===== src/rtl/hint_anim_ctrl_pkg.sv =====
// Shared definitions for the hint-sprite animation controller and its helpers.
package hint_anim_ctrl_pkg;

  typedef enum logic [1:0] {
    IDLE      = 2'd0,
    SLIDE_IN  = 2'd1,
    HOLD      = 2'd2,
    SLIDE_OUT = 2'd3
  } anim_state_t;

  localparam int H_VISIBLE = 640;
  localparam int V_VISIBLE = 480;

  // First row after the visible area: safely inside vertical blanking.
  localparam logic [8:0] DEFAULT_TICK_LINE = 9'(V_VISIBLE);

endpackage


===== src/rtl/hint_anim_ctrl_frame_tick_gen.sv =====
// One-clock frame tick taken from the scan position, fired once per frame
// on (TICK_LINE, column 0) no matter how many clocks each pixel lasts.
module frame_tick_gen
  import hint_anim_ctrl_pkg::*;
#(
  parameter logic [8:0] TICK_LINE = DEFAULT_TICK_LINE
) (
  input  logic       clk,
  input  logic       rst_n,
  input  logic [9:0] i_x,
  input  logic [8:0] i_y,
  output logic       o_tick
);

  logic w_tick_raw;
  logic r_tick_raw_d;

  assign w_tick_raw = (i_y == TICK_LINE) && (i_x == 10'd0);

  // Delay the raw match by one clock so only its rising edge becomes a tick.
  always_ff @(posedge clk or negedge rst_n) begin
    if (!rst_n) r_tick_raw_d <= 1'b0;
    else        r_tick_raw_d <= w_tick_raw;
  end

  assign o_tick = w_tick_raw & ~r_tick_raw_d;

endmodule


===== src/rtl/hint_anim_ctrl.sv =====
// Hint sprite animator: slide down, hold (optionally blinking), slide up.
// Position and visibility move only on the frame tick, so the renderer never
// sees a change mid-frame; trigger from IDLE and cancel act immediately.
// Handshake: i_trigger / i_cancel are single-clock pulses with no ready;
// o_done is a single-clock pulse when a full sequence ends, never on cancel.
module hint_anim_ctrl
  import hint_anim_ctrl_pkg::*;
#(
  parameter logic [9:0]  TARGET_X    = 10'd231,
  parameter logic [8:0]  START_Y     = 9'd0,
  parameter logic [8:0]  TARGET_Y    = 9'd120,
  parameter logic [8:0]  STEP        = 9'd4,
  parameter logic [11:0] HOLD_FRAMES = 12'd180,
  parameter logic [5:0]  BLINK_HALF  = 6'd15,
  parameter logic [8:0]  TICK_LINE   = DEFAULT_TICK_LINE
) (
  input  logic       clk,
  input  logic       rst_n,
  input  logic [9:0] i_x,
  input  logic [8:0] i_y,
  input  logic       i_trigger,
  input  logic       i_cancel,
  output logic [9:0] o_posx,
  output logic [8:0] o_posy,
  output logic       o_isplay,
  output logic       o_busy,
  output logic       o_done,
  output logic [1:0] o_state
);

  anim_state_t r_state, w_state_nxt;
  logic [9:0]  r_posx;
  logic [8:0]  r_posy, w_posy_nxt;
  logic        r_isplay, w_isplay_nxt;
  logic        r_done, w_done_nxt;
  logic [11:0] r_hold_cnt, w_hold_cnt_nxt;
  logic [5:0]  r_blink_cnt, w_blink_cnt_nxt;
  logic        r_phase, w_phase_nxt;
  logic        w_tick;
  logic [8:0]  w_dist_in;
  logic [8:0]  w_dist_out;

  frame_tick_gen #(.TICK_LINE(TICK_LINE)) u_tick (
    .clk    (clk),
    .rst_n  (rst_n),
    .i_x    (i_x),
    .i_y    (i_y),
    .o_tick (w_tick)
  );

  // Distances to the end rows; posy always lies between them, so no wrap.
  assign w_dist_in  = TARGET_Y - r_posy;
  assign w_dist_out = r_posy - START_Y;

  // State and datapath registers.
  always_ff @(posedge clk or negedge rst_n) begin
    if (!rst_n) begin
      r_state     <= IDLE;
      r_posx      <= TARGET_X;
      r_posy      <= START_Y;
      r_isplay    <= 1'b0;
      r_done      <= 1'b0;
      r_hold_cnt  <= 12'd0;
      r_blink_cnt <= 6'd0;
      r_phase     <= 1'b1;
    end else begin
      r_state     <= w_state_nxt;
      r_posx      <= TARGET_X;
      r_posy      <= w_posy_nxt;
      r_isplay    <= w_isplay_nxt;
      r_done      <= w_done_nxt;
      r_hold_cnt  <= w_hold_cnt_nxt;
      r_blink_cnt <= w_blink_cnt_nxt;
      r_phase     <= w_phase_nxt;
    end
  end

  // Next-state and next-datapath logic; cancel overrides everything.
  always_comb begin
    w_state_nxt     = r_state;
    w_posy_nxt      = r_posy;
    w_isplay_nxt    = r_isplay;
    w_done_nxt      = 1'b0;
    w_hold_cnt_nxt  = r_hold_cnt;
    w_blink_cnt_nxt = r_blink_cnt;
    w_phase_nxt     = r_phase;
    if (i_cancel) begin
      w_state_nxt  = IDLE;
      w_posy_nxt   = START_Y;
      w_isplay_nxt = 1'b0;
    end else begin
      case (r_state)
        IDLE: begin
          w_posy_nxt   = START_Y;
          w_isplay_nxt = 1'b0;
          if (i_trigger) begin
            w_state_nxt  = SLIDE_IN;
            w_isplay_nxt = 1'b1;
          end
        end
        SLIDE_IN: begin
          if (w_tick) begin
            if (w_dist_in <= STEP) begin
              w_posy_nxt      = TARGET_Y;
              w_hold_cnt_nxt  = 12'd0;
              w_blink_cnt_nxt = 6'd0;
              w_phase_nxt     = 1'b1;
              w_isplay_nxt    = 1'b1;
              w_state_nxt     = HOLD;
            end else begin
              w_posy_nxt = r_posy + STEP;
            end
          end
        end
        HOLD: begin
          if (w_tick) begin
            if (BLINK_HALF != 6'd0) begin
              if (r_blink_cnt == BLINK_HALF - 6'd1) begin
                w_blink_cnt_nxt = 6'd0;
                w_phase_nxt     = ~r_phase;
                w_isplay_nxt    = ~r_phase;
              end else begin
                w_blink_cnt_nxt = r_blink_cnt + 6'd1;
                w_isplay_nxt    = r_phase;
              end
            end else begin
              w_isplay_nxt = 1'b1;
            end
            w_hold_cnt_nxt = r_hold_cnt + 12'd1;
          end
          // A retrigger restarts the hold and beats a coincident exit.
          if (i_trigger) begin
            w_hold_cnt_nxt = 12'd0;
          end else if (w_tick && (r_hold_cnt == HOLD_FRAMES - 12'd1)) begin
            w_state_nxt  = SLIDE_OUT;
            w_isplay_nxt = 1'b1;
          end
        end
        SLIDE_OUT: begin
          if (i_trigger) begin
            w_state_nxt = SLIDE_IN;
          end else if (w_tick) begin
            if (w_dist_out <= STEP) begin
              w_posy_nxt   = START_Y;
              w_isplay_nxt = 1'b0;
              w_done_nxt   = 1'b1;
              w_state_nxt  = IDLE;
            end else begin
              w_posy_nxt = r_posy - STEP;
            end
          end
        end
        default: w_state_nxt = IDLE;
      endcase
    end
  end

  assign o_posx   = r_posx;
  assign o_posy   = r_posy;
  assign o_isplay = r_isplay;
  assign o_busy   = (r_state != IDLE);
  assign o_done   = r_done;
  assign o_state  = r_state;

endmodule

===== config.mk =====
export PLATFORM = sky130hd
export DESIGN_NAME = hint_anim_ctrl
export DESIGN_NICKNAME = d
export VERILOG_FILES = /design/src/rtl/hint_anim_ctrl_pkg.sv /design/src/rtl/hint_anim_ctrl_frame_tick_gen.sv /design/src/rtl/hint_anim_ctrl.sv
export SDC_FILE = /design/constraint.sdc
export NUM_CORES = 1
export LEC_CHECK = 0
export ABC_AREA = 1
export CAP_MARGIN = 20
export CORE_ASPECT_RATIO = 0.75
export CORE_UTILIZATION = 30
export CTS_CLUSTER_SIZE = 14
export DETAILED_ROUTE_END_ITERATION = 8
export GPL_TIMING_DRIVEN = 0
export HOLD_SLACK_MARGIN = 0.05
export PLACE_DENSITY = 0.51
export SLEW_MARGIN = 0
export SYNTH_ARGS = -nofsm -noshare
export SYNTH_HDL_FRONTEND = slang
export SYNTH_SLANG_ARGS = --single-unit

===== constraint.sdc =====
create_clock -name clk -period 1.7 [get_ports clk]
set_input_delay 0.17 -clock clk [delete_from_list [all_inputs] [get_ports clk]]
set_output_delay 0.17 -clock clk [all_outputs]
set_load 0.1 [all_outputs]

==> report_table.html, run 1 <==
<table>
<tr><th>Metric</th><th>Value</th></tr>
<tr><th colspan="2">Die</th></tr>
<tr><td>Count of standard-cell rows</td><td>30</td></tr>
<tr><td>Starting density of the core</td><td>31.2%</td></tr>
<tr><td>DIE AREA</td><td>9880 sq um</td></tr>
<tr><td>I/O Pins</td><td>47</td></tr>
<tr><td>Die boundary height</td><td>86.3 um</td></tr>
<tr><td>Die width</td><td>114 um</td></tr>
<tr><td>Area of the core</td><td>9120 sq um</td></tr>
<tr><th colspan="2">Final layout</th></tr>
<tr><td>Final Instance Count excl. Fillers</td><td>630</td></tr>
<tr><td>Fraction of layout cells with a size suffix above 1</td><td>30.3%</td></tr>
<tr><td>Final Cell Area</td><td>3970 sq um</td></tr>
<tr><td>Layout overhead on the synthesized area</td><td>39.5%</td></tr>
<tr><td>Area occupied by multi-input gates</td><td>1930 sq um</td></tr>
<tr><td>Area taken by flip-flops and latches</td><td>803 sq um</td></tr>
<tr><td>Diodes inserted</td><td>0</td></tr>
<tr><td>Fillcell total</td><td>954</td></tr>
<tr><td>Nets</td><td>536</td></tr>
<tr><th colspan="2">Critical path</th></tr>
<tr><td>Crit-path cells</td><td>inv_6, ha_4, inv_2, o21bai_4, nand3_2, nor2_2, nand2_2, nand2_4, nand3_4, clkbuf_16, nand2_4, o21ai_2</td></tr>
<tr><td>Buf+Inv Stages, Crit Path</td><td>3</td></tr>
<tr><td>Flop2flop setup slack</td><td>-0.17 ns</td></tr>
<tr><td>Slowest stage cell on the critical path</td><td>dfrtp_4</td></tr>
<tr><td>FF-to-FF Start</td><td>o_posy[2]$_DFFE_PN0P_</td></tr>
<tr><td>Startpoint type of the worst setup path</td><td>flip-flop</td></tr>
<tr><td>Max Fanout on Critical Path</td><td>7</td></tr>
<tr><td>End of the worst register-to-register path</td><td>r_hold_cnt[7]$_DFFE_PN0P_</td></tr>
<tr><td>Cell count of the worst reg-to-reg path</td><td>12</td></tr>
<tr><td>Critical Setup Path Class</td><td>flip-flop to flip-flop</td></tr>
<tr><td>Kind of cell with the highest combined delay on the critical path</td><td>simple AND/OR/NAND/NOR gates</td></tr>
<tr><td>Required time of the critical path</td><td>1.87 ns</td></tr>
<tr><td>Kind of end point of the critical path</td><td>flip-flop</td></tr>
<tr><td>Max stage delay on crit path</td><td>0.45 ns</td></tr>
<tr><td>Most used cell, CP</td><td>nand2_4</td></tr>
<tr><td>Worst EP arrival</td><td>2.04 ns</td></tr>
<tr><th colspan="2">Logic synthesis</th></tr>
<tr><td>Post-synthesis async set-or-reset flop share</td><td>100%</td></tr>
<tr><td>Share of the yosys chip area belonging to registers</td><td>27.3%</td></tr>
<tr><td>Cell types occupying the most area after synthesis</td><td>dfrtp_1 26%, nand2_1 15%, nand3_1 7.4%</td></tr>
<tr><td>Area share of the leading cell type in the synthesized netlist</td><td>26.4%</td></tr>
<tr><td>Most used DFF post-synth</td><td>dfrtp_1</td></tr>
<tr><td>Netlist Area Pre-Place</td><td>2850 sq um</td></tr>
<tr><td>Count of warnings emitted by yosys</td><td>0</td></tr>
<tr><td>Most numerous cell in the Yosys netlist</td><td>nand2_1</td></tr>
<tr><td>Cell taking the most area after synthesis</td><td>dfrtp_1</td></tr>
<tr><td>Number of distinct library cells after synthesis</td><td>36</td></tr>
<tr><td>Mean instance size in the synthesized netlist</td><td>6.63 sq um</td></tr>
<tr><td>Most frequent cells after synthesis</td><td>113 x nand2_1, 53 x nor2_1, 52 x inv_1, 42 x nand3_1, 30 x dfrtp_1</td></tr>
<tr><td>Number of flip-flops and latches in the synthesized netlist</td><td>31</td></tr>
<tr><td>Post-Synthesis Cells</td><td>429</td></tr>
<tr><td>Post-synth EDFFs</td><td>0</td></tr>
<tr><th colspan="2">Timing</th></tr>
<tr><td>Shortest period the worst path allows</td><td>1.87 ns</td></tr>
<tr><td>Final worst path period share</td><td>110%</td></tr>
<tr><td>Final hold violations</td><td>0</td></tr>
<tr><td>Worst clock skew on the final layout</td><td>0.00745 ns</td></tr>
<tr><td>Maximum operating frequency</td><td>0.533 GHz</td></tr>
<tr><td>Relative slew margins</td><td>36.8%</td></tr>
<tr><td>Worst-case hold slack</td><td>0.470 ns</td></tr>
<tr><td>Unrepaired setup endpoints after global routing</td><td>yes</td></tr>
<tr><td>Final slew viol count</td><td>0</td></tr>
<tr><td>Number of failing setup endpoints in the final timing report</td><td>28</td></tr>
<tr><td>Transition time at the pin with the least slew margin</td><td>0.952 ns</td></tr>
<tr><td>Minimum setup slack in the final design</td><td>-0.175 ns</td></tr>
<tr><th colspan="2">Run status</th></tr>
<tr><td>Violated checks</td><td>negative setup slack</td></tr>
<tr><td>Run status</td><td>finished with violations</td></tr>
<tr><th colspan="2">Place</th></tr>
<tr><td>Worst slack at placement</td><td>-0.384 ns</td></tr>
<tr><td>Cell area after placement</td><td>3460 sq um</td></tr>
<tr><td>Count of buffers inserted at the top-level ports</td><td>34</td></tr>
<tr><td>RePlAce Congestion</td><td>0.837</td></tr>
<tr><td>Detailed-placement wirelength estimate</td><td>5.18 mm</td></tr>
<tr><td>Cell count after placement</td><td>601</td></tr>
<tr><th colspan="2">Detailed routing</th></tr>
<tr><td>TritonRoute pass-1 iters</td><td>4</td></tr>
<tr><td>Number of design rule violations left after detail routing</td><td>0</td></tr>
<tr><td>Vias per cell</td><td>4.48</td></tr>
<tr><td>Vias</td><td>2823</td></tr>
<tr><td>Residual antenna-violating net count after detailed routing</td><td>0</td></tr>
<tr><td>Mean routed wirelength per cell</td><td>11.8 um</td></tr>
<tr><td>Initial DRC Count</td><td>142</td></tr>
<tr><td>Total detailed-routing wirelength</td><td>7.43 mm</td></tr>
<tr><th colspan="2">Pwr</th></tr>
<tr><td>Sw frac</td><td>48.9%</td></tr>
<tr><td>Internal</td><td>2.29 mW</td></tr>
<tr><td>Largest voltage drop on the vdd net</td><td>0.000446 V</td></tr>
<tr><td>Net switching power</td><td>2.19 mW</td></tr>
<tr><td>Final Total Pwr</td><td>4.48 mW</td></tr>
<tr><td>Proportion of power drawn by flip-flops and latches</td><td>20.8%</td></tr>
<tr><td>Cell area power density</td><td>1130 nW/um^2</td></tr>
<tr><td>Share of total power in the clock network</td><td>20.7%</td></tr>
<tr><td>Portion of total power attributed to combinational logic</td><td>58.5%</td></tr>
<tr><td>Static leakage</td><td>1.90 nW</td></tr>
<tr><th colspan="2">GRT</th></tr>
<tr><td>GRT Overall Usage</td><td>15.8%</td></tr>
<tr><td>Maximum number of pins on one net before global-route repair</td><td>32</td></tr>
<tr><td>Global-route wire length before repair</td><td>12.4 mm</td></tr>
<tr><td>Number of antenna violations at the first check in global routing</td><td>0</td></tr>
<tr><td>Grt ovf</td><td>0</td></tr>
<tr><td>Via count of the first global-routing pass</td><td>2626</td></tr>
<tr><th colspan="2">CTS</th></tr>
<tr><td>CTS tree</td><td>done</td></tr>
<tr><td>TritonCTS Buffers</td><td>5</td></tr>
<tr><td>Skew-Pair Late Insertion Delay</td><td>0.28 ns</td></tr>
<tr><td>Number of levels the H-tree was split into</td><td>2</td></tr>
<tr><td>Buffer cell driving the clock tree root</td><td>clkbuf_16</td></tr>
<tr><td>Clock Tree Buf Depth</td><td>2</td></tr>
<tr><td>Clock sink count</td><td>31</td></tr>
<tr><td>Clock transition at the register clock pins on the worst setup and hold paths after CTS</td><td>0.06 ns</td></tr>
<tr><th colspan="2">Hold path</th></tr>
<tr><td>Hold Path Origin</td><td>i_trigger</td></tr>
<tr><td>Kind of path behind the tightest hold check</td><td>primary input to flip-flop</td></tr>
<tr><td>Hold Crit Depth</td><td>4</td></tr>
<tr><td>Endpoint, Worst Hold</td><td>r_hold_cnt[3]$_DFFE_PN0P_</td></tr>
<tr><th colspan="2">Run</th></tr>
<tr><td>Number of maximum-capacitance constraint violations</td><td>0</td></tr>
</table>
==> state kept, by name (all words and copies together), names as in the netlist <==
signal,cells
u_tick.r_tick_raw_d,1
o_state,2
r_blink_cnt,6
o_posy,7
r_hold_cnt,12
o_isplay,1
o_done,1
r_phase,1
==> per-stage QoR <==
step,utilization (%),TNS [ns]
final,43.5,-3.43
after global routing,43.5,-6.69
after CTS,41.6,-4.09
after detailed placement,37.9,-8.48
after global placement,37.9,-21.85
after floorplan,-,-5.41
==> layout make-up <==
class / count / area share (%)
repair buffers: 54 / 13.0
flip-flops and latches: 31 / 20.2
clock buffers: 7 / 3.59
multi-input cells: 329 / 48.7
clock inverters: 1 / 0.126
inverters: 59 / 6.02
well taps: 128 / 4.03
plain buffers: 21 / 4.32
==> power groups by stage <==
| stage | registers (mW) | clock network, mW | logic (mW) |
|---|---|---|---|
| 6_report | 0.933 | 0.926 | 2.62 |
| 5_1_grt | 0.946 | 0.981 | 2.84 |
| 4_1_cts | 0.925 | 0.950 | 2.37 |
| 3_5_place_dp | 0.953 | 0 | 2.16 |
| 3_3_place_gp | 0.953 | 0 | 2.16 |
| 2_1_floorplan | 1.28 | 0 | 1.35 |
==> what timing repair did <==
| action | 4_1_cts | 5_1_grt |
|---|---|---|
| buffers inserted | 10 | 7 |
| endpoints found under the hold margin | 30 | 0 |
| endpoints found under the setup margin | 40 | 35 |
| gates cloned | 2 | 1 |
| pin swaps | 9 | 7 |
| hold buffers | 1 | 0 |
| resized for setup | 48 | 43 |
==> cell families (layout without fill, tap and decap cells) <==
group	after synthesis	after routing	share of synthesized area (%)
buf+inv	80	142	13.3
compound gates	43	43	10.4
xor+xnor	11	11	3.39
fa+ha+maj	12	12	5.28
flops	31	31	27.3
simple gates	250	251	40.1
other cells	2	12	0.264
==> tightest hold or removal path, stage by stage <==
cell and delay [ns]:
dlymetal6s2s_1 0.32, nor3b_1 0.10, nand2_1 0.06, o21ai_2 0.05
==> worst max-delay path by stage <==
stage	endpoint	cells after the start	from
after floorplan	r_hold_cnt[10]$_DFFE_PN0P_	12	o_posy[2]$_DFFE_PN0P_
after global placement	o_posy[4]$_DFFE_PN0P_	1	rst_n
after detailed placement	o_busy	4	o_state[0]$_DFFE_PN0P_
after CTS	r_hold_cnt[10]$_DFFE_PN0P_	12	o_posy[3]$_DFFE_PN0P_
after global routing	o_posy[4]$_DFFE_PN0P_	13	o_posy[3]$_DFFE_PN0P_
final	r_hold_cnt[7]$_DFFE_PN0P_	12	o_posy[2]$_DFFE_PN0P_
==> cell usage in the layout (no fill, tap or decap), types with 11 or more instances in the layout <==
master / n
nand2_2: 12
inv_1: 45
clkdlybuf4s50_1: 20
nand2_1: 99
buf_4: 28
o21ai_2: 16
nand3_1: 37
nor2_1: 50
conb_1: 12
dfrtp_1: 21
nand2_4: 11
==> routing by layer <==
metal | track usage (%) | wire length, um
met5 | 0 | 0
met4 | 3.54 | 45
met3 | 3.01 | 341
met2 | 24.5 | 3120
met1 | 22.8 | 3920
Note: power is estimated with default switching activity, not from simulation.
==> run 2, diff against run 1 <==
--- a/config.mk
+++ b/config.mk
@@ -7,7 +7,7 @@
 export LEC_CHECK = 0
 export ABC_AREA = 1
 export CAP_MARGIN = 20
-export CORE_ASPECT_RATIO = 0.75
+export CORE_ASPECT_RATIO = 1.5
 export CORE_UTILIZATION = 30
 export CTS_CLUSTER_SIZE = 14
 export DETAILED_ROUTE_END_ITERATION = 8
==> report_table.html, run 2 (synthesis gave the netlist of run 1 again) <==
<table>
<tr><th>Metric</th><th>Value</th></tr>
<tr><th colspan="2">Detailed routing</th></tr>
<tr><td>M1 wire length</td><td>3.11 mm (-21%)</td></tr>
<tr><td>Vias</td><td>2957 (+4.7%)</td></tr>
<tr><td>TritonRoute pass-1 iters</td><td>4 (unchanged)</td></tr>
<tr><td>Residual antenna-violating net count after detailed routing</td><td>0 (unchanged)</td></tr>
<tr><td>Met3 WL</td><td>185 um (-46%)</td></tr>
<tr><td>Number of design rule violations left after detail routing</td><td>0 (unchanged)</td></tr>
<tr><td>Vias per cell</td><td>4.76 (+6.3%)</td></tr>
<tr><td>Detailed route wirelength on metal2</td><td>4.70 mm (+51%)</td></tr>
<tr><td>Mean routed wirelength per cell</td><td>13.2 um (+12%)</td></tr>
<tr><td>Top layer reached by signal wires</td><td>met4</td></tr>
<tr><td>Initial DRC Count</td><td>83 (-42%)</td></tr>
<tr><td>Total detailed-routing wirelength</td><td>8.19 mm (+10%)</td></tr>
<tr><th colspan="2">Die</th></tr>
<tr><td>Area of the core</td><td>9250 sq um (+1.5%)</td></tr>
<tr><td>Die boundary height</td><td>121 um (+40%)</td></tr>
<tr><td>Count of standard-cell rows</td><td>43 (+43%)</td></tr>
<tr><td>Starting density of the core</td><td>30.7% (-0.45 points)</td></tr>
<tr><td>Die width</td><td>81.5 um (-29%)</td></tr>
<tr><td>DIE AREA</td><td>9890 sq um (about the same)</td></tr>
<tr><td>I/O Pins</td><td>47 (unchanged)</td></tr>
<tr><th colspan="2">CTS</th></tr>
<tr><td>Clock sink count</td><td>31 (unchanged)</td></tr>
<tr><td>Number of levels the H-tree was split into</td><td>2 (unchanged)</td></tr>
<tr><td>CTS tree</td><td>done</td></tr>
<tr><td>Buffer cell driving the clock tree root</td><td>clkbuf_16</td></tr>
<tr><td>TritonCTS Buffers</td><td>5 (unchanged)</td></tr>
<tr><td>Clock Tree Buf Depth</td><td>2 (unchanged)</td></tr>
<tr><td>Skew-Pair Late Insertion Delay</td><td>0.28 ns (about the same)</td></tr>
<tr><td>Clock transition at the register clock pins on the worst setup and hold paths after CTS</td><td>0.05 ns (about the same)</td></tr>
<tr><th colspan="2">Run status</th></tr>
<tr><td>Violated checks</td><td>negative setup slack</td></tr>
<tr><td>Run status</td><td>finished with violations</td></tr>
<tr><th colspan="2">Place</th></tr>
<tr><td>Count of buffers inserted at the top-level ports</td><td>34 (unchanged)</td></tr>
<tr><td>RePlAce Congestion</td><td>0.830 (-0.81%)</td></tr>
<tr><td>Detailed-placement wirelength estimate</td><td>5.79 mm (+12%)</td></tr>
<tr><td>Cell count after placement</td><td>585 (-2.7%)</td></tr>
<tr><th colspan="2">Timing</th></tr>
<tr><td>Shortest period the worst path allows</td><td>1.92 ns (+0.0458 ns)</td></tr>
<tr><td>Final hold violations</td><td>0 (unchanged)</td></tr>
<tr><td>Final slew viol count</td><td>0 (unchanged)</td></tr>
<tr><td>Final worst path period share</td><td>113% (+2.7 points)</td></tr>
<tr><td>Maximum operating frequency</td><td>0.521 GHz (-2.4%)</td></tr>
<tr><td>Unrepaired setup endpoints after global routing</td><td>yes</td></tr>
<tr><td>Worst clock skew on the final layout</td><td>0.00667 ns (-0.000781 ns)</td></tr>
<tr><td>Relative slew margins</td><td>36.2% (-0.63 points)</td></tr>
<tr><td>Final total negative setup slack</td><td>-4.28 ns (-0.852 ns)</td></tr>
<tr><td>Transition time at the pin with the least slew margin</td><td>0.961 ns (+0.00942 ns)</td></tr>
<tr><td>Number of failing setup endpoints in the final timing report</td><td>28 (unchanged)</td></tr>
<tr><td>Minimum setup slack in the final design</td><td>-0.220 ns (-0.0458 ns)</td></tr>
<tr><th colspan="2">Final layout</th></tr>
<tr><td>Final Instance Count excl. Fillers</td><td>621 (-1.4%)</td></tr>
<tr><td>Diodes inserted</td><td>0 (unchanged)</td></tr>
<tr><td>Util after Layout</td><td>44.3% (+0.78 points)</td></tr>
<tr><td>Area taken by flip-flops and latches</td><td>803 sq um (unchanged)</td></tr>
<tr><td>Layout overhead on the synthesized area</td><td>44.1%</td></tr>
<tr><td>Leading cell type in the layout, fill and taps excluded</td><td>nand2_1</td></tr>
<tr><td>Reg with most FFs</td><td>r_hold_cnt</td></tr>
<tr><td>Highest-count cells in the layout ignoring fill and taps</td><td>100 x nand2_1, 47 x inv_1, 46 x nor2_1</td></tr>
<tr><td>Flip-flop count of the largest register after layout</td><td>12 (unchanged)</td></tr>
<tr><td>Fillcell total</td><td>989 (+3.7%)</td></tr>
<tr><td>Fraction of layout cells with a size suffix above 1</td><td>33.4% (+3.1 points)</td></tr>
<tr><td>Area occupied by multi-input gates</td><td>2000 sq um (+3.4%)</td></tr>
<tr><td>Nets</td><td>543 (+1.3%)</td></tr>
<tr><th colspan="2">GRT</th></tr>
<tr><td>Via count of the first global-routing pass</td><td>2853 (+8.6%)</td></tr>
<tr><td>Global-route wire length before repair</td><td>13.0 mm (+5.4%)</td></tr>
<tr><td>Number of antenna violations at the first check in global routing</td><td>0 (unchanged)</td></tr>
<tr><td>Grt ovf</td><td>0 (unchanged)</td></tr>
<tr><td>GRT Overall Usage</td><td>17.3% (+1.4 points)</td></tr>
<tr><td>Maximum number of pins on one net before global-route repair</td><td>32 (unchanged)</td></tr>
<tr><th colspan="2">Pwr</th></tr>
<tr><td>Final Total Pwr</td><td>4.73 mW (+5.7%)</td></tr>
<tr><td>Static leakage</td><td>1.90 nW (about the same)</td></tr>
<tr><td>Cell area power density</td><td>1150 nW/um^2 (+2.4%)</td></tr>
<tr><td>Largest voltage drop on the vdd net</td><td>0.000737 V (+65%)</td></tr>
<tr><th colspan="2">Run</th></tr>
<tr><td>Number of maximum-capacitance constraint violations</td><td>0 (unchanged)</td></tr>
<tr><th colspan="2">Hold path</th></tr>
<tr><td>Kind of path behind the tightest hold check</td><td>primary input to flip-flop</td></tr>
<tr><th colspan="2">Critical path</th></tr>
<tr><td>Kind of end point of the critical path</td><td>flip-flop</td></tr>
<tr><td>Worst EP arrival</td><td>2.09 ns (+0.05 ns)</td></tr>
<tr><td>Startpoint type of the worst setup path</td><td>flip-flop</td></tr>
<tr><td>Max Fanout on Critical Path</td><td>6 (-1)</td></tr>
<tr><td>Required time of the critical path</td><td>1.87 ns (about the same)</td></tr>
<tr><td>Critical Setup Path Class</td><td>flip-flop to flip-flop</td></tr>
</table>
-- run 2: cell count changes in the layout (fill, tap and decap cells not counted), moves of 4 or more --
cell and change:
buf_4 +8, nand3_2 +6, nand3_1 -5, o21ai_0 -4, nor2_1 -4
-- run 2: critical path: stages, from the launching register on --
cell and delay (ns):
dfrtp_4 0.46, inv_6 0.06, ha_4 0.27, inv_4 0.04
o21bai_4 0.13, nand3_2 0.11, nor2_4 0.11, nand2_4 0.08
nand2_4 0.10, nand3_4 0.14, clkbuf_16 0.21, nand2_2 0.06
o21ai_2 0.05
-- run 2: what timing repair did --
action                                  in CTS  in global routing
gates resized for setup                     54                 58
hold endpoints to repair                    30                  0
hold buffers                                 1                  0
setup buffers                               17                  8
pin swaps                                   12                 11
gates cloned                                 1                  2
endpoints found under the setup margin      41                 34
-- run 2: area by class of cell --
| class | instances | area share [%] |
|---|---|---|
| clock inverter | 1 | 0.122 |
| buffer | 20 | 4.09 |
| multi-input combinational | 329 | 48.7 |
| timing repair buffer | 62 | 14.9 |
| tap | 112 | 3.42 |
| inverter | 59 | 5.95 |
| clock buffer | 7 | 3.23 |
| sequential | 31 | 19.6 |
-- run 2: worst paths after layout --
check / slack (ns) / startpoint / depth (start not counted) / endpoint
setup reg to reg: -0.22 / o_posy[2]$_DFFE_PN0P_ / 12 / r_hold_cnt[2]$_DFFE_PN0P_
hold reg to reg: 0.48 / r_phase$_DFFE_PN1P_ / 2 / r_phase$_DFFE_PN1P_
setup / recovery: -0.22 / o_posy[2]$_DFFE_PN0P_ / 12 / r_hold_cnt[2]$_DFFE_PN0P_
max in group asynchronous: 0.64 / rst_n / 2 / o_posy[5]$_DFFE_PN0P_
hold / removal: 0.44 / i_trigger / 4 / r_hold_cnt[4]$_DFFE_PN0P_
min in group asynchronous: 0.50 / rst_n / 2 / r_blink_cnt[2]$_DFFE_PN0P_
-- run 2: routing by layer --
layer  vias to the layer above  GRT usage (%)
li1                       1494              -
met1                      1402           17.5
met2                        46           33.2
met3                        15           2.33
met4                         0           7.92
met5                         -              0
-- run 2: report_power, final --
group	total, mW	internal, mW	switching (mW)	leakage, nW
logic	2.95	1.05	1.89	1.44
registers	0.927	0.827	0.0998	0.394
clock network	0.859	0.540	0.319	0.0679
-- run 2: per-stage QoR --
stage | worst slack, ns | hold WS (ns) | cell area, sq um
3_5_place_dp | -0.409 | 0.283 | 3440
3_3_place_gp | -0.484 | 0.464 | 3440
5_1_grt | -0.286 | 0.513 | 4100
6_report | -0.220 | 0.444 | 4100
2_1_floorplan | -0.264 | -0.126 | 2960
4_1_cts | -0.191 | 0.478 | 3840
==> run 3, diff against run 2 <==
--- a/config.mk
+++ b/config.mk
@@ -13,7 +13,7 @@
 export DETAILED_ROUTE_END_ITERATION = 8
 export GPL_TIMING_DRIVEN = 0
 export HOLD_SLACK_MARGIN = 0.05
-export PLACE_DENSITY = 0.51
+export PLACE_DENSITY = 0.49
 export SLEW_MARGIN = 0
 export SYNTH_ARGS = -nofsm -noshare
 export SYNTH_HDL_FRONTEND = slang
==> constraint.sdc (replaced) <==
create_clock -name clk -period 2.04 [get_ports clk]
set_input_delay 0.204 -clock clk [delete_from_list [all_inputs] [get_ports clk]]
set_output_delay 0.204 -clock clk [all_outputs]
set_load 0.1 [all_outputs]
==> report_table.html, run 3 (synthesis gave the netlist of run 1 again) <==
<table>
<tr><th>Metric</th><th>Value</th></tr>
<tr><th colspan="2">Timing</th></tr>
<tr><td>Transition time at the pin with the least slew margin</td><td>0.969 ns (+0.00848 ns)</td></tr>
<tr><td>Unrepaired setup endpoints after global routing</td><td>yes</td></tr>
<tr><td>Worst clock skew on the final layout</td><td>0.00590 ns (-0.000772 ns)</td></tr>
<tr><td>Shortest period the worst path allows</td><td>2.07 ns (+0.146 ns)</td></tr>
<tr><td>Worst-case hold slack</td><td>0.464 ns (+0.0200 ns)</td></tr>
<tr><td>Final total negative setup slack</td><td>-0.0698 ns (+4.21 ns)</td></tr>
<tr><td>Relative slew margins</td><td>35.2% (-1.0 points)</td></tr>
<tr><td>Final slew viol count</td><td>0 (unchanged)</td></tr>
<tr><td>Number of failing setup endpoints in the final timing report</td><td>4 (-86%)</td></tr>
<tr><td>Final worst path period share</td><td>101% (-12 points)</td></tr>
<tr><td>Minimum setup slack in the final design</td><td>-0.0268 ns (+0.194 ns)</td></tr>
<tr><td>Final hold violations</td><td>0 (unchanged)</td></tr>
<tr><td>Maximum operating frequency</td><td>0.484 GHz (-7.1%)</td></tr>
<tr><th colspan="2">GRT</th></tr>
<tr><td>Maximum number of pins on one net before global-route repair</td><td>32 (unchanged)</td></tr>
<tr><td>Grt ovf</td><td>0 (unchanged)</td></tr>
<tr><td>Global-route wire length before repair</td><td>12.5 mm (-3.9%)</td></tr>
<tr><td>GRT Overall Usage</td><td>16.7% (-0.59 points)</td></tr>
<tr><td>Via count of the first global-routing pass</td><td>2712 (-4.9%)</td></tr>
<tr><td>Number of antenna violations at the first check in global routing</td><td>0 (unchanged)</td></tr>
<tr><th colspan="2">Critical path</th></tr>
<tr><td>Startpoint type of the worst setup path</td><td>flip-flop</td></tr>
<tr><td>Required time of the critical path</td><td>2.21 ns (+0.34 ns)</td></tr>
<tr><td>Cell count of the worst reg-to-reg path</td><td>12 (unchanged)</td></tr>
<tr><td>Max stage delay on crit path</td><td>0.46 ns (about the same)</td></tr>
<tr><td>Slowest stage cell on the critical path</td><td>dfrtp_4</td></tr>
<tr><td>Buf+Inv Stages, Crit Path</td><td>3 (unchanged)</td></tr>
<tr><td>Worst EP arrival</td><td>2.24 ns (+0.15 ns)</td></tr>
<tr><td>Critical Setup Path Class</td><td>flip-flop to flip-flop</td></tr>
<tr><td>Kind of end point of the critical path</td><td>flip-flop</td></tr>
<tr><td>Max Fanout on Critical Path</td><td>5 (-1)</td></tr>
<tr><td>Crit-path cells</td><td>inv_8, ha_4, inv_2, o21bai_1, nand3_1, nor2_2, nand2_2, nand2_4, nand3_4, clkbuf_16, nand2_4, o21ai_2</td></tr>
<tr><td>Stages on worst setup path</td><td>12 (unchanged)</td></tr>
<tr><td>Kind of cell with the highest combined delay on the critical path</td><td>simple AND/OR/NAND/NOR gates</td></tr>
<tr><td>Most used cell, CP</td><td>nand2_4</td></tr>
<tr><th colspan="2">Die</th></tr>
<tr><td>I/O Pins</td><td>47 (unchanged)</td></tr>
<tr><td>Count of standard-cell rows</td><td>43 (unchanged)</td></tr>
<tr><td>DIE AREA</td><td>9890 sq um (unchanged)</td></tr>
<tr><td>Starting density of the core</td><td>30.7% (unchanged)</td></tr>
<tr><td>Die width</td><td>81.5 um (unchanged)</td></tr>
<tr><td>Die boundary height</td><td>121 um (unchanged)</td></tr>
<tr><td>Area of the core</td><td>9250 sq um (unchanged)</td></tr>
<tr><th colspan="2">Pwr</th></tr>
<tr><td>Largest voltage drop on the vdd net</td><td>0.000777 V (+5.5%)</td></tr>
<tr><td>Portion of total power attributed to combinational logic</td><td>56.1% (-6.2 points)</td></tr>
<tr><td>Share of total power in the clock network</td><td>22.3% (+4.2 points)</td></tr>
<tr><td>Sw frac</td><td>49.5% (+0.63 points)</td></tr>
<tr><td>Net switching power</td><td>1.73 mW (-25%)</td></tr>
<tr><td>Cell area power density</td><td>941 nW/um^2 (-18%)</td></tr>
<tr><td>Internal</td><td>1.76 mW (-27%)</td></tr>
<tr><td>Static leakage</td><td>1.79 nW (-6.0%)</td></tr>
<tr><td>Proportion of power drawn by flip-flops and latches</td><td>21.7% (+2.1 points)</td></tr>
<tr><th colspan="2">Detailed routing</th></tr>
<tr><td>TritonRoute pass-1 iters</td><td>4 (unchanged)</td></tr>
<tr><td>Vias</td><td>2767 (-6.4%)</td></tr>
<tr><td>Number of design rule violations left after detail routing</td><td>0 (unchanged)</td></tr>
<tr><td>Vias per cell</td><td>4.62 (-3.0%)</td></tr>
<tr><td>Total detailed-routing wirelength</td><td>7.63 mm (-6.8%)</td></tr>
<tr><td>Initial DRC Count</td><td>73 (-12%)</td></tr>
<tr><td>M1 wire length</td><td>3.14 mm (+0.96%)</td></tr>
<tr><td>Residual antenna-violating net count after detailed routing</td><td>0 (unchanged)</td></tr>
<tr><td>Met3 WL</td><td>241 um (+30%)</td></tr>
<tr><td>Detailed route wirelength on metal2</td><td>4.10 mm (-13%)</td></tr>
<tr><td>Mean routed wirelength per cell</td><td>12.7 um (-3.4%)</td></tr>
<tr><td>Top layer reached by signal wires</td><td>met4</td></tr>
<tr><th colspan="2">Final layout</th></tr>
<tr><td>Flip-flop count of the largest register after layout</td><td>12 (unchanged)</td></tr>
<tr><td>Diodes inserted</td><td>0 (unchanged)</td></tr>
<tr><td>Reg with most FFs</td><td>r_hold_cnt</td></tr>
<tr><td>Util after Layout</td><td>40.1% (-4.2 points)</td></tr>
<tr><td>Highest-count cells in the layout ignoring fill and taps</td><td>102 x nand2_1, 51 x nor2_1, 49 x inv_1</td></tr>
<tr><td>Fraction of layout cells with a size suffix above 1</td><td>21.8% (-12 points)</td></tr>
<tr><td>Nets</td><td>521 (-4.1%)</td></tr>
<tr><td>Final Instance Count excl. Fillers</td><td>599 (-3.5%)</td></tr>
<tr><td>Leading cell type in the layout, fill and taps excluded</td><td>nand2_1</td></tr>
<tr><td>Layout overhead on the synthesized area</td><td>30.3%</td></tr>
<tr><th colspan="2">CTS</th></tr>
<tr><td>Buffer cell driving the clock tree root</td><td>clkbuf_16</td></tr>
<tr><td>Number of levels the H-tree was split into</td><td>2 (unchanged)</td></tr>
<tr><td>Clock transition at the register clock pins on the worst setup and hold paths after CTS</td><td>0.06 ns (about the same)</td></tr>
<tr><td>CTS tree</td><td>done</td></tr>
<tr><td>Clock Tree Buf Depth</td><td>2 (unchanged)</td></tr>
<tr><td>Skew-Pair Late Insertion Delay</td><td>0.29 ns (about the same)</td></tr>
<tr><td>TritonCTS Buffers</td><td>5 (unchanged)</td></tr>
<tr><td>Clock sink count</td><td>31 (unchanged)</td></tr>
<tr><th colspan="2">Hold path</th></tr>
<tr><td>Hold Crit Depth</td><td>2 (-2)</td></tr>
<tr><td>Kind of path behind the tightest hold check</td><td>flip-flop to flip-flop</td></tr>
<tr><th colspan="2">Run status</th></tr>
<tr><td>Violated checks</td><td>negative setup slack</td></tr>
<tr><td>Run status</td><td>finished with violations</td></tr>
<tr><th colspan="2">Place</th></tr>
<tr><td>Cell count after placement</td><td>585 (unchanged)</td></tr>
<tr><td>Worst slack at placement</td><td>-0.130 ns (+0.279 ns)</td></tr>
<tr><td>RePlAce Congestion</td><td>0.869 (+4.7%)</td></tr>
<tr><td>Detailed-placement wirelength estimate</td><td>5.64 mm (-2.5%)</td></tr>
<tr><td>Count of buffers inserted at the top-level ports</td><td>34 (unchanged)</td></tr>
<tr><th colspan="2">Run</th></tr>
<tr><td>Number of maximum-capacitance constraint violations</td><td>0 (unchanged)</td></tr>
</table>
[run 3: through the flow]
| stage | total power, mW | instance area [sq um] |
|---|---|---|
| finish | 3.49 | 3710 |
| floorplan | 2.11 | 2900 |
| global route | 3.71 | 3710 |
| global placement | 2.52 | 3380 |
| CTS | 3.34 | 3550 |
| detailed placement | 2.53 | 3380 |
[run 3: area by class of cell]
| cell class | instances | area [sq um] |
|---|---|---|
| Fill cell | 988 | 5550 |
| Multi-Input combinational cell | 328 | 1820 |
| Sequential cell | 31 | 791 |
| Timing Repair Buffer | 40 | 415 |
| Inverter | 59 | 235 |
| Buffer | 21 | 163 |
| Clock buffer | 7 | 143 |
| Tap cell | 112 | 140 |
| Clock inverter | 1 | 5.00 |
[run 3: final timing paths]
path | endpoint | start | slack [ns]
hold / removal | r_phase$_DFFE_PN1P_ | r_phase$_DFFE_PN1P_ | 0.46
setup / recovery | r_hold_cnt[9]$_DFFE_PN0P_ | o_posy[2]$_DFFE_PN0P_ | -0.03
min in group asynchronous | r_blink_cnt[3]$_DFFE_PN0P_ | rst_n | 0.53
hold reg to reg | r_phase$_DFFE_PN1P_ | r_phase$_DFFE_PN1P_ | 0.46
setup reg to reg | r_hold_cnt[9]$_DFFE_PN0P_ | o_posy[2]$_DFFE_PN0P_ | -0.03
max in group asynchronous | o_posy[3]$_DFFE_PN0P_ | rst_n | 0.95
[run 3: layer usage]
| layer | up-vias | track usage [%] |
|---|---|---|
| li1 | 1447 | - |
| met1 | 1268 | 17.8 |
| met2 | 40 | 31.2 |
| met3 | 12 | 2.86 |
| met4 | 0 | 6.47 |
| met5 | - | 0 |
[run 3: repair_timing]
action | 4_1_cts | 5_1_grt
setup buffers | 2 | 2
hold buffers | 1 | 0
setup endpoints to repair | 19 | 23
pin swaps | 0 | 6
resized for setup | 11 | 29
gates cloned | 0 | 1
endpoints found under the hold margin | 30 | 0
[run 3: power groups by stage]
| stage | Sequential (mW) | Combinational, mW | Clock [mW] |
|---|---|---|---|
| 4_1_cts | 0.752 | 1.79 | 0.801 |
| 3_5_place_dp | 0.781 | 1.75 | 0 |
| 5_1_grt | 0.769 | 2.12 | 0.821 |
| 2_1_floorplan | 1.05 | 1.05 | 0 |
| 6_report | 0.756 | 1.96 | 0.777 |
| 3_3_place_gp | 0.781 | 1.74 | 0 |
[run 3: worst min-delay path: cells and delay by family, from the launching register on]
family	cells	cell delay, ns
DFF	1	0.37
and+or+nand+nor	2	0.09
